===== src/rtl/hazard_intr_ctrl_pkg.sv =====
// -----------------------------------------------------------------------------
// hazard_intr_ctrl_pkg
// Shared constants and types for the pipeline hazard / interrupt controller:
//   - pc_sel encodings (sequential, branch, handler, epc)
//   - FSM state type (IDLE, PEND, HANDLER)
//   - bubble PC marker and default interrupt handler address
//   - saturating 16-bit increment used by the optional event counters
// -----------------------------------------------------------------------------
package hazard_intr_ctrl_pkg;

   localparam logic [1:0] PC_SEL_SEQ     = 2'd0;
   localparam logic [1:0] PC_SEL_BR      = 2'd1;
   localparam logic [1:0] PC_SEL_HANDLER = 2'd2;
   localparam logic [1:0] PC_SEL_EPC     = 2'd3;

   typedef enum logic [1:0] {
      ST_IDLE    = 2'd0,
      ST_PEND    = 2'd1,
      ST_HANDLER = 2'd2
   } state_t;

   // A pc of zero in ID/EX marks a bubble: there is no real instruction to
   // attach an EPC to, so an interrupt cannot be taken on it.
   localparam logic [31:0] BUBBLE_PC            = 32'h0000_0000;
   localparam logic [31:0] DEFAULT_HANDLER_ADDR = 32'h0000_0004;

   function automatic logic [15:0] sat_inc16(input logic [15:0] v);
      return (v == 16'hFFFF) ? v : v + 16'd1;
   endfunction

endpackage


===== src/rtl/hazard_intr_ctrl_sync.sv =====
// -----------------------------------------------------------------------------
// intr_sync
// N-flop synchronizer for an asynchronous level input.
//   clk   : clock
//   rst   : asynchronous active-high reset (clears all flops)
//   d     : asynchronous input
//   q     : synchronized output, STAGES edges after d
// STAGES below 2 is raised to 2; a single flop does not give enough
// metastability settling time.
// -----------------------------------------------------------------------------
module intr_sync #(
   parameter int STAGES = 2
) (
   input  logic clk,
   input  logic rst,
   input  logic d,
   output logic q
);

   localparam int N = (STAGES < 2) ? 2 : STAGES;

   logic [N-1:0] sync_reg;
   logic [N-1:0] sync_next;

   assign sync_next[0] = d;

   generate
      for (genvar gi = 1; gi < N; gi++) begin : g_shift
         assign sync_next[gi] = sync_reg[gi-1];
      end
   endgenerate

   always_ff @(posedge clk or posedge rst) begin
      if (rst) begin
         sync_reg <= '0;
      end else begin
         sync_reg <= sync_next;
      end
   end

   assign q = sync_reg[N-1];

endmodule


===== src/rtl/hazard_intr_ctrl.sv =====
// -----------------------------------------------------------------------------
// hazard_intr_ctrl
// Pipeline control unit: load-use stalls, EX-stage branch redirect, interrupt
// entry (EPC capture from ID/EX pc) and eret return.
//
// Ports:
//   clk, rst           clock, asynchronous active-high reset
//   id_rs, id_rt       ID source registers (bit5 set = c0 register)
//   id_uses_rt         ID instruction reads rt
//   id_eret            ID instruction is eret
//   ex_memread         EX instruction is a load
//   ex_wr_reg          EX destination register
//   ex_pc              ID/EX pc (0 = bubble)
//   ex_branch_taken    branch/jump resolved taken in EX
//   ex_branch_target   branch target
//   intr_req           asynchronous level interrupt request
//   stall_pc           hold PC
//   stall_if_id        hold IF/ID
//   cancel_if/id/ex    flush IF/ID, ID/EX, EX/MEM
//   pc_sel             0 seq, 1 branch, 2 handler, 3 epc
//   pc_redirect        redirect address (0 when pc_sel is 0)
//   intr_ack           one-cycle pulse when an interrupt is taken
//   epc_o, ie_o        saved exception PC and interrupt enable (registered)
//   state_o            FSM state (debug)
//   stall_cnt/flush_cnt  saturating event counters, present only when
//                        HAZARD_STALL_CNT_EN is defined
// -----------------------------------------------------------------------------
module hazard_intr_ctrl
   import hazard_intr_ctrl_pkg::*;
#(
   parameter logic [31:0] HANDLER_ADDR = DEFAULT_HANDLER_ADDR,
   parameter int          SYNC_STAGES  = 2
) (
   input  logic        clk,
   input  logic        rst,
   input  logic [5:0]  id_rs,
   input  logic [5:0]  id_rt,
   input  logic        id_uses_rt,
   input  logic        id_eret,
   input  logic        ex_memread,
   input  logic [5:0]  ex_wr_reg,
   input  logic [31:0] ex_pc,
   input  logic        ex_branch_taken,
   input  logic [31:0] ex_branch_target,
   input  logic        intr_req,
   output logic        stall_pc,
   output logic        stall_if_id,
   output logic        cancel_if,
   output logic        cancel_id,
   output logic        cancel_ex,
   output logic [1:0]  pc_sel,
   output logic [31:0] pc_redirect,
   output logic        intr_ack,
   output logic [31:0] epc_o,
   output logic        ie_o,
`ifdef HAZARD_STALL_CNT_EN
   output logic [15:0] stall_cnt,
   output logic [15:0] flush_cnt,
`endif
   output logic [1:0]  state_o
);

   state_t      state_reg;
   logic [31:0] epc_reg;
   logic        ie_reg;

   logic intr_s;
   logic lu;
   logic br;
   logic take;
   logic eret_go;

   intr_sync #(
      .STAGES(SYNC_STAGES)
   ) u_intr_sync (
      .clk (clk),
      .rst (rst),
      .d   (intr_req),
      .q   (intr_s)
   );

   // Register 0 is never a real dependency, so a load to it cannot stall.
   assign lu = ex_memread && (ex_wr_reg != 6'd0) &&
               ((ex_wr_reg == id_rs) || (id_uses_rt && (ex_wr_reg == id_rt)));
   assign br = ex_branch_taken;

   // An interrupt waits for a real instruction in EX that is not itself
   // being squashed by a branch, so the EPC is always a valid restart point.
   assign take = (state_reg == ST_PEND) && (ex_pc != BUBBLE_PC) && !br;

   // eret on a branch shadow is wrong-path; eret behind a load-use waits.
   assign eret_go = (state_reg == ST_HANDLER) && id_eret && !br && !lu;

   always_comb begin
      stall_pc    = 1'b0;
      stall_if_id = 1'b0;
      cancel_if   = 1'b0;
      cancel_id   = 1'b0;
      cancel_ex   = 1'b0;
      pc_sel      = PC_SEL_SEQ;
      pc_redirect = 32'h0;
      intr_ack    = 1'b0;
      if (!rst) begin
         if (take) begin
            cancel_if   = 1'b1;
            cancel_id   = 1'b1;
            cancel_ex   = 1'b1;
            pc_sel      = PC_SEL_HANDLER;
            pc_redirect = HANDLER_ADDR;
            intr_ack    = 1'b1;
         end else if (br) begin
            cancel_if   = 1'b1;
            cancel_id   = 1'b1;
            pc_sel      = PC_SEL_BR;
            pc_redirect = ex_branch_target;
         end else if (eret_go) begin
            cancel_if   = 1'b1;
            pc_sel      = PC_SEL_EPC;
            pc_redirect = epc_reg;
         end else if (lu) begin
            stall_pc    = 1'b1;
            stall_if_id = 1'b1;
            cancel_id   = 1'b1;
         end
      end
   end

   always_ff @(posedge clk or posedge rst) begin
      if (rst) begin
         state_reg <= ST_IDLE;
         epc_reg   <= 32'h0;
         ie_reg    <= 1'b1;
      end else begin
         case (state_reg)
            ST_IDLE: begin
               ie_reg <= 1'b1;
               if (intr_s) begin
                  state_reg <= ST_PEND;
               end
            end
            // Once pending, the interrupt is committed even if the request
            // line drops again.
            ST_PEND: begin
               if (take) begin
                  epc_reg   <= ex_pc;
                  ie_reg    <= 1'b0;
                  state_reg <= ST_HANDLER;
               end
            end
            ST_HANDLER: begin
               if (eret_go) begin
                  ie_reg    <= 1'b1;
                  state_reg <= ST_IDLE;
               end
            end
            default: begin
               state_reg <= ST_IDLE;
            end
         endcase
      end
   end

   assign epc_o   = epc_reg;
   assign ie_o    = ie_reg;
   assign state_o = state_reg;

`ifdef HAZARD_STALL_CNT_EN
   logic [15:0] stall_cnt_reg;
   logic [15:0] flush_cnt_reg;

   // stall_pc is asserted exactly in the cycles where a load-use is acted on.
   always_ff @(posedge clk or posedge rst) begin
      if (rst) begin
         stall_cnt_reg <= 16'h0;
         flush_cnt_reg <= 16'h0;
      end else begin
         if (stall_pc) begin
            stall_cnt_reg <= sat_inc16(stall_cnt_reg);
         end
         if (pc_sel != PC_SEL_SEQ) begin
            flush_cnt_reg <= sat_inc16(flush_cnt_reg);
         end
      end
   end

   assign stall_cnt = stall_cnt_reg;
   assign flush_cnt = flush_cnt_reg;
`endif

endmodule

===== config.mk =====
export PLATFORM = sky130hd
export DESIGN_NAME = hazard_intr_ctrl
export DESIGN_NICKNAME = d
export VERILOG_FILES = /design/src/rtl/hazard_intr_ctrl_pkg.sv /design/src/rtl/hazard_intr_ctrl_sync.sv /design/src/rtl/hazard_intr_ctrl.sv
export SDC_FILE = /design/constraint.sdc
export NUM_CORES = 1
export LEC_CHECK = 0
export CAP_MARGIN = 20
export CORE_MARGIN = 10
export CORE_UTILIZATION = 35
export DETAILED_ROUTE_END_ITERATION = 8
export GPL_ROUTABILITY_DRIVEN = 0
export PLACE_DENSITY = 0.81
export SLEW_MARGIN = 40
export SYNTH_ARGS = -nofsm -noshare
export SYNTH_HDL_FRONTEND = slang
export SYNTH_HIERARCHICAL = 1
export SYNTH_SLANG_ARGS = --single-unit

===== constraint.sdc =====
create_clock -name clk -period 3 [get_ports clk]
set_clock_uncertainty 0.15 [all_clocks]
set_input_delay 0.6 -clock clk [delete_from_list [all_inputs] [get_ports clk]]
set_output_delay 0.6 -clock clk [all_outputs]
set_load 0.02 [all_outputs]

# ---- Word level (Yosys, flattened, before mapping)
# Index checks and enable logic that the tools add are counted.
# W data, S select, Z words.
dict set report op_classes {
  n_eq_ne 7
  muxes 29
  reduce_logical 18
}
# cell count
set op_table {}
lappend op_table {{$mux W32} 4}
lappend op_table {{$reduce_bool A32 Y1} 1}
lappend op_table {{$mux W1} 16}
lappend op_table {{$mux W2} 7}
lappend op_table {{$eq A6 B6 Y1} 2}
lappend op_table {{$logic_and A1 B1 Y1} 8}
lappend op_table {{$pmux W2 S3} 1}
lappend op_table {{$reduce_and A3 Y1} 2}
lappend op_table {{$reduce_bool A6 Y1} 1}
lappend op_table {{$ne A2 B2 Y1 const B} 2}
lappend op_table {{$pmux W1 S3} 1}
lappend op_table {{$reduce_bool A3 Y1} 1}
lappend op_table {{$eq A2 B1 Y1 const B} 1}
lappend op_table {{$eq A2 B2 Y1 const B} 1}
lappend op_table {{$logic_not A1 Y1} 2}
lappend op_table {{$logic_not A2 Y1} 1}
lappend op_table {{$ne A2 B1 Y1 const B} 1}
lappend op_table {{$reduce_and A2 Y1} 1}
lappend op_table {{$logic_or A1 B1 Y1} 1}
dict set report word_totals {
  ff_bits 37
  out_inout_bits 75
  wordCells 58
}

# ---- Logic depth before layout (Yosys ltp)
dict set report logic_depth {
  word_depth 10
  ltp_mapped 7
  ltp_nobuf 5
}

# ---- Hierarchy
# The synthesis kept the hierarchy.
# mod n_inst cells_per_inst area_each_um2
set by_module_without_submodules {}
lappend by_module_without_submodules {hazard_intr_ctrl 1 237 2214.6}
lappend by_module_without_submodules {intr_sync 1 3 53.8}

# ---- Worst setup path after synthesis
# OpenSTA, ideal clock, no wires.
dict set report synth_path {
  path_type {input to output}
  from {input ex_wr_reg[1]}
  to {output stall_pc}
  t_arrival_ns 2.238
  slack_ns 0.012
  stages 6
  path_buffers 1
  cell_sequence {xnor2_1 nand4_1 o22a_1 or2_2 nor3b_1 buf_4}
}
dict set report synth_between {
  elab_chain_len 10
  elab_cells_between_ends 14
  classes_between {2 x eq/ne; 5 x mux; 7 x reduce/logical}
}
# element line
set synth_lines {}
lappend synth_lines {{start, declared} hazard_intr_ctrl.sv:41} ;# input logic [5:0] ex_wr_reg,
lappend synth_lines {{$eq A6 B6 Y1} hazard_intr_ctrl.sv:84} ;# ((ex_wr_reg == id_rs) || (id_uses_rt && (ex_wr_reg == id_rt)));
lappend synth_lines {{$logic_and A1 B1 Y1} hazard_intr_ctrl.sv:84}
lappend synth_lines {{$logic_or A1 B1 Y1} hazard_intr_ctrl.sv:84}
lappend synth_lines {{$logic_and A1 B1 Y1 (*)} hazard_intr_ctrl.sv:83} ;# assign lu = ex_memread && (ex_wr_reg != 6'd0) &&
lappend synth_lines {{$logic_not A1 Y1} hazard_intr_ctrl.sv:92} ;# assign eret_go = (state_reg == ST_HANDLER) && id_eret && !br && !lu;
lappend synth_lines {{$logic_and A1 B1 Y1} hazard_intr_ctrl.sv:92}
lappend synth_lines {{$mux W1 (*) (4 in a row)} --}
lappend synth_lines {{end, declared} hazard_intr_ctrl.sv:46} ;# output logic stall_pc,
# Every way passes the cells marked *; elsewhere a longest branch is shown, timed or not.

# ---- Final worst setup path
dict set report layout_path {
  from {input ex_wr_reg[2]}
  to {output pc_redirect[14]}
}
dict set report layout_between {
  elab_chain_len 10
  elab_cells_between_ends 13
  classes_between {2 x eq/ne; 4 x mux; 7 x reduce/logical}
}
# element line
set layout_lines {}
lappend layout_lines {{$eq A6 B6 Y1} hazard_intr_ctrl.sv:84}
lappend layout_lines {{$logic_and A1 B1 Y1} hazard_intr_ctrl.sv:84}
lappend layout_lines {{$logic_or A1 B1 Y1} hazard_intr_ctrl.sv:84}
lappend layout_lines {{$logic_and A1 B1 Y1 (*)} hazard_intr_ctrl.sv:83}
lappend layout_lines {{$logic_not A1 Y1 (*)} hazard_intr_ctrl.sv:92}
lappend layout_lines {{$logic_and A1 B1 Y1 (*)} hazard_intr_ctrl.sv:92}
lappend layout_lines {{$mux W32 (*)} hazard_intr_ctrl.sv:116} ;# end else if (eret_go) begin
lappend layout_lines {{$mux W32 (*)} hazard_intr_ctrl.sv:111} ;# end else if (br) begin
lappend layout_lines {{$mux W32 (*)} hazard_intr_ctrl.sv:104} ;# if (take) begin
lappend layout_lines {{$mux W32 (*)} hazard_intr_ctrl.sv:103} ;# if (!rst) begin
lappend layout_lines {{end, declared} hazard_intr_ctrl.sv:52} ;# output logic [31:0] pc_redirect,
# Marked as above.

==> results.cfg <==
[status]
violations = negative setup slack
status = finished with violations

[floorplan]
die_h_um = 101
ioPinCount = 164
die_area_mm2 = 0.0101
die_x_um = 101
coreArea_mm2 = 0.00631
start_util_pct = 35.9
num_rows = 29

[routing]
via_count = 2850
wl_um = 11500
viasPerCell = 5.46
drt_iter0_markers = 105
ant_nets = 0
wl_met1_um = 4200
dr_wl_met3_um = 1140
dr.pass1.iters = 4
remaining_drc_errors = 0
met2_wirelength_um = 5850
highest-signal-layer = met4
avgRoutedWirePerCell_um = 22.1

[global_route]
grtUsageTotal_pct = 20.5
grt_pass1_vias = 3069
grt_max_degree = 36
grt_first_pass_wirelength_um = 16500
antenna_found_initial = 0
grt-ovfl-total = 0

[finish]
drive_gt1_share_pct = 48.5
largest_reg_flops = 32
antenna_cells = 0
final_util_pct = 78.7
area_growth_pct = 119
final_area_mm2 = 0.00497
layout.nets = 533

[pwr]
leakagePower_nw = 2.11
powerDensity_mw_per_mm2 = 670
peakVddDrop_v = 0.000610

[synthesis]
synth_cells = 240
ys_ff_latch = 37
avgSynthCellArea_um2 = 9.45
synth_edf_count = 0
yosys.area.top_type = dfrtp_1
synth_area_leaders = dfrtp_1 40%, mux2_2 16%, o211ai_1 11%
synth_seq_area_share_pct = 40.9
synthFlopType = dfrtp_1
synth_cell_types = 25
synthesis.area_mm2 = 0.00227
async_reset_ff_share_pct = 100
ys_warn_count = 6
post-synth-top-area-fraction_pct = 39.7
syn-num-nets = 329

[critical_path]
worstPathRequired_ps = 2250
crit_fanout = 6
startpoint_type = primary input
end_kind = primary output
ff2ff_path_depth = 7
crit_type = primary input to primary output
cp_data_arrival_time_ps = 2290

[cts]
clk_pin_slew_worst_paths_ps = 80
cts_buffers = 5
cts.path.max_buffers = 2
cts_root_buffer = clkbuf_8
cts_tree = done
numClockSinks = 37
clk_latency_ps = 280
h-tree-depth = 2

[sta]
grt_setup_unrepaired = true
slew_headroom_pct = 69.0
fin_crit_ps = 3040
period_share_pct = 101
layout_setup_ws_ps = -41.6
slew_violations = 0
tightest_slew_ps = 465
fmax_ghz = 0.329
finalSetupViolCount = 3
final-hold-violation-count = 0
tns_ps = -62.6

[placement]
io_buffers = 163
placed_area_mm2 = 0.00420
hpwl_um = 7910
dp_slack_ps = -842

[min_path]
hp-class = flop to flop
hold_depth = 0

[run]
maxCapViolations = 0
[critical path, stage by stage]
cell and delay (ps):
buf_6 100, or4_4 530, o31ai_4 280, buf_6 180
buf_12 130, o211ai_1 150, a21oi_4 190, buf_6 130
[cell families after synthesis]
| group | after synthesis | synth area share, % |
|---|---|---|
| DFF | 37 | 40.9 |
| xor gates and xnor gates | 12 | 4.63 |
| buffers and inverters | 26 | 5.46 |
| muxes | 32 | 15.9 |
| and+or+nand+nor | 57 | 11.4 |
| AOI/OAI and AO/OA | 76 | 21.7 |
[worst paths after layout]
| kind | slack (ps) | from | end |
|---|---|---|---|
| max in group asynchronous | 1670 | rst | ie_o |
| min reg2reg | 220 | u_intr_sync/sync_reg[0] | u_intr_sync/sync_reg[1] |
| min in group asynchronous | 550 | rst | u_intr_sync/sync_reg[0] |
| max | -40 | ex_wr_reg[2] | pc_redirect[14] |
| max reg2reg | 920 | state_o[1] | epc_o[3] |
| min | 220 | u_intr_sync/sync_reg[0] | u_intr_sync/sync_reg[1] |
[cell usage after synthesis (all sizes together), types with 4 or more instances]
master  number
mux2        32
a21oi       35
clkbuf      12
o211ai      34
nand2       36
nor2         4
dfrtp       36
inv          4
buf         10
nand4        4
xnor2       12
nor4         8
[area by class of cell]
cell class,instances,area (um2)
inverters,4,15.0
repair buffers,219,2200
flip-flops and latches,37,927
multi-input cells,177,1610
fillers,434,1350
clock inverters,2,37.5
well taps,77,96.3
clock buffers,6,82.6
[where the power goes]
| part | total [W] | switching, W | internal [W] | leakage (nW) |
|---|---|---|---|---|
| clock network | 0.000456 | 0.000185 | 0.000270 | 0.0574 |
| registers | 0.000962 | 0.000214 | 0.000748 | 0.436 |
| logic | 0.00191 | 0.000922 | 0.000987 | 1.61 |
| total | 0.00333 | 0.00132 | 0.00201 | 2.11 |
[stage by stage]
step | power [W] | instances | hold WS, ps
2_1_floorplan | 0.00176 | 240 | 181
3_3_place_gp | 0.00266 | 495 | 184
3_5_place_dp | 0.00270 | 495 | 192
4_1_cts | 0.00326 | 518 | 210
5_1_grt | 0.00349 | 522 | 216
6_report | 0.00333 | 522 | 216
[placed cells by master (no fill, tap or decap), types with 6 or more instances in the layout]
cell	synthesis	layout
a21oi_2	0	15
a21oi_4	0	18
buf_2	3	19
buf_4	6	46
buf_6	0	34
clkbuf_2	0	9
clkbuf_8	0	6
clkdlybuf4s15_1	0	7
clkdlybuf4s50_1	0	72
dfrtp_1	36	36
dlymetal6s2s_1	0	13
mux2_2	32	32
nand2_1	36	35
o211ai_1	34	34
xnor2_1	12	12
[routing by layer]
layer  vias to the layer above  track usage [%]
li1                       1295                -
met2                       148             35.9
met5                         -                0
met4                         0             8.37
met3                        22             8.09
met1                      1385             21.3
[what timing repair did]
action                                  4_1_cts  5_1_grt
hold buffers                                  0        0
resized for setup                           376       89
cloned                                        6        3
pin swaps                                    41       45
hold endpoints to repair                      0        0
setup buffers                                11        2
endpoints found under the setup margin       40       40
Note: power is estimated with default switching activity, not from simulation.
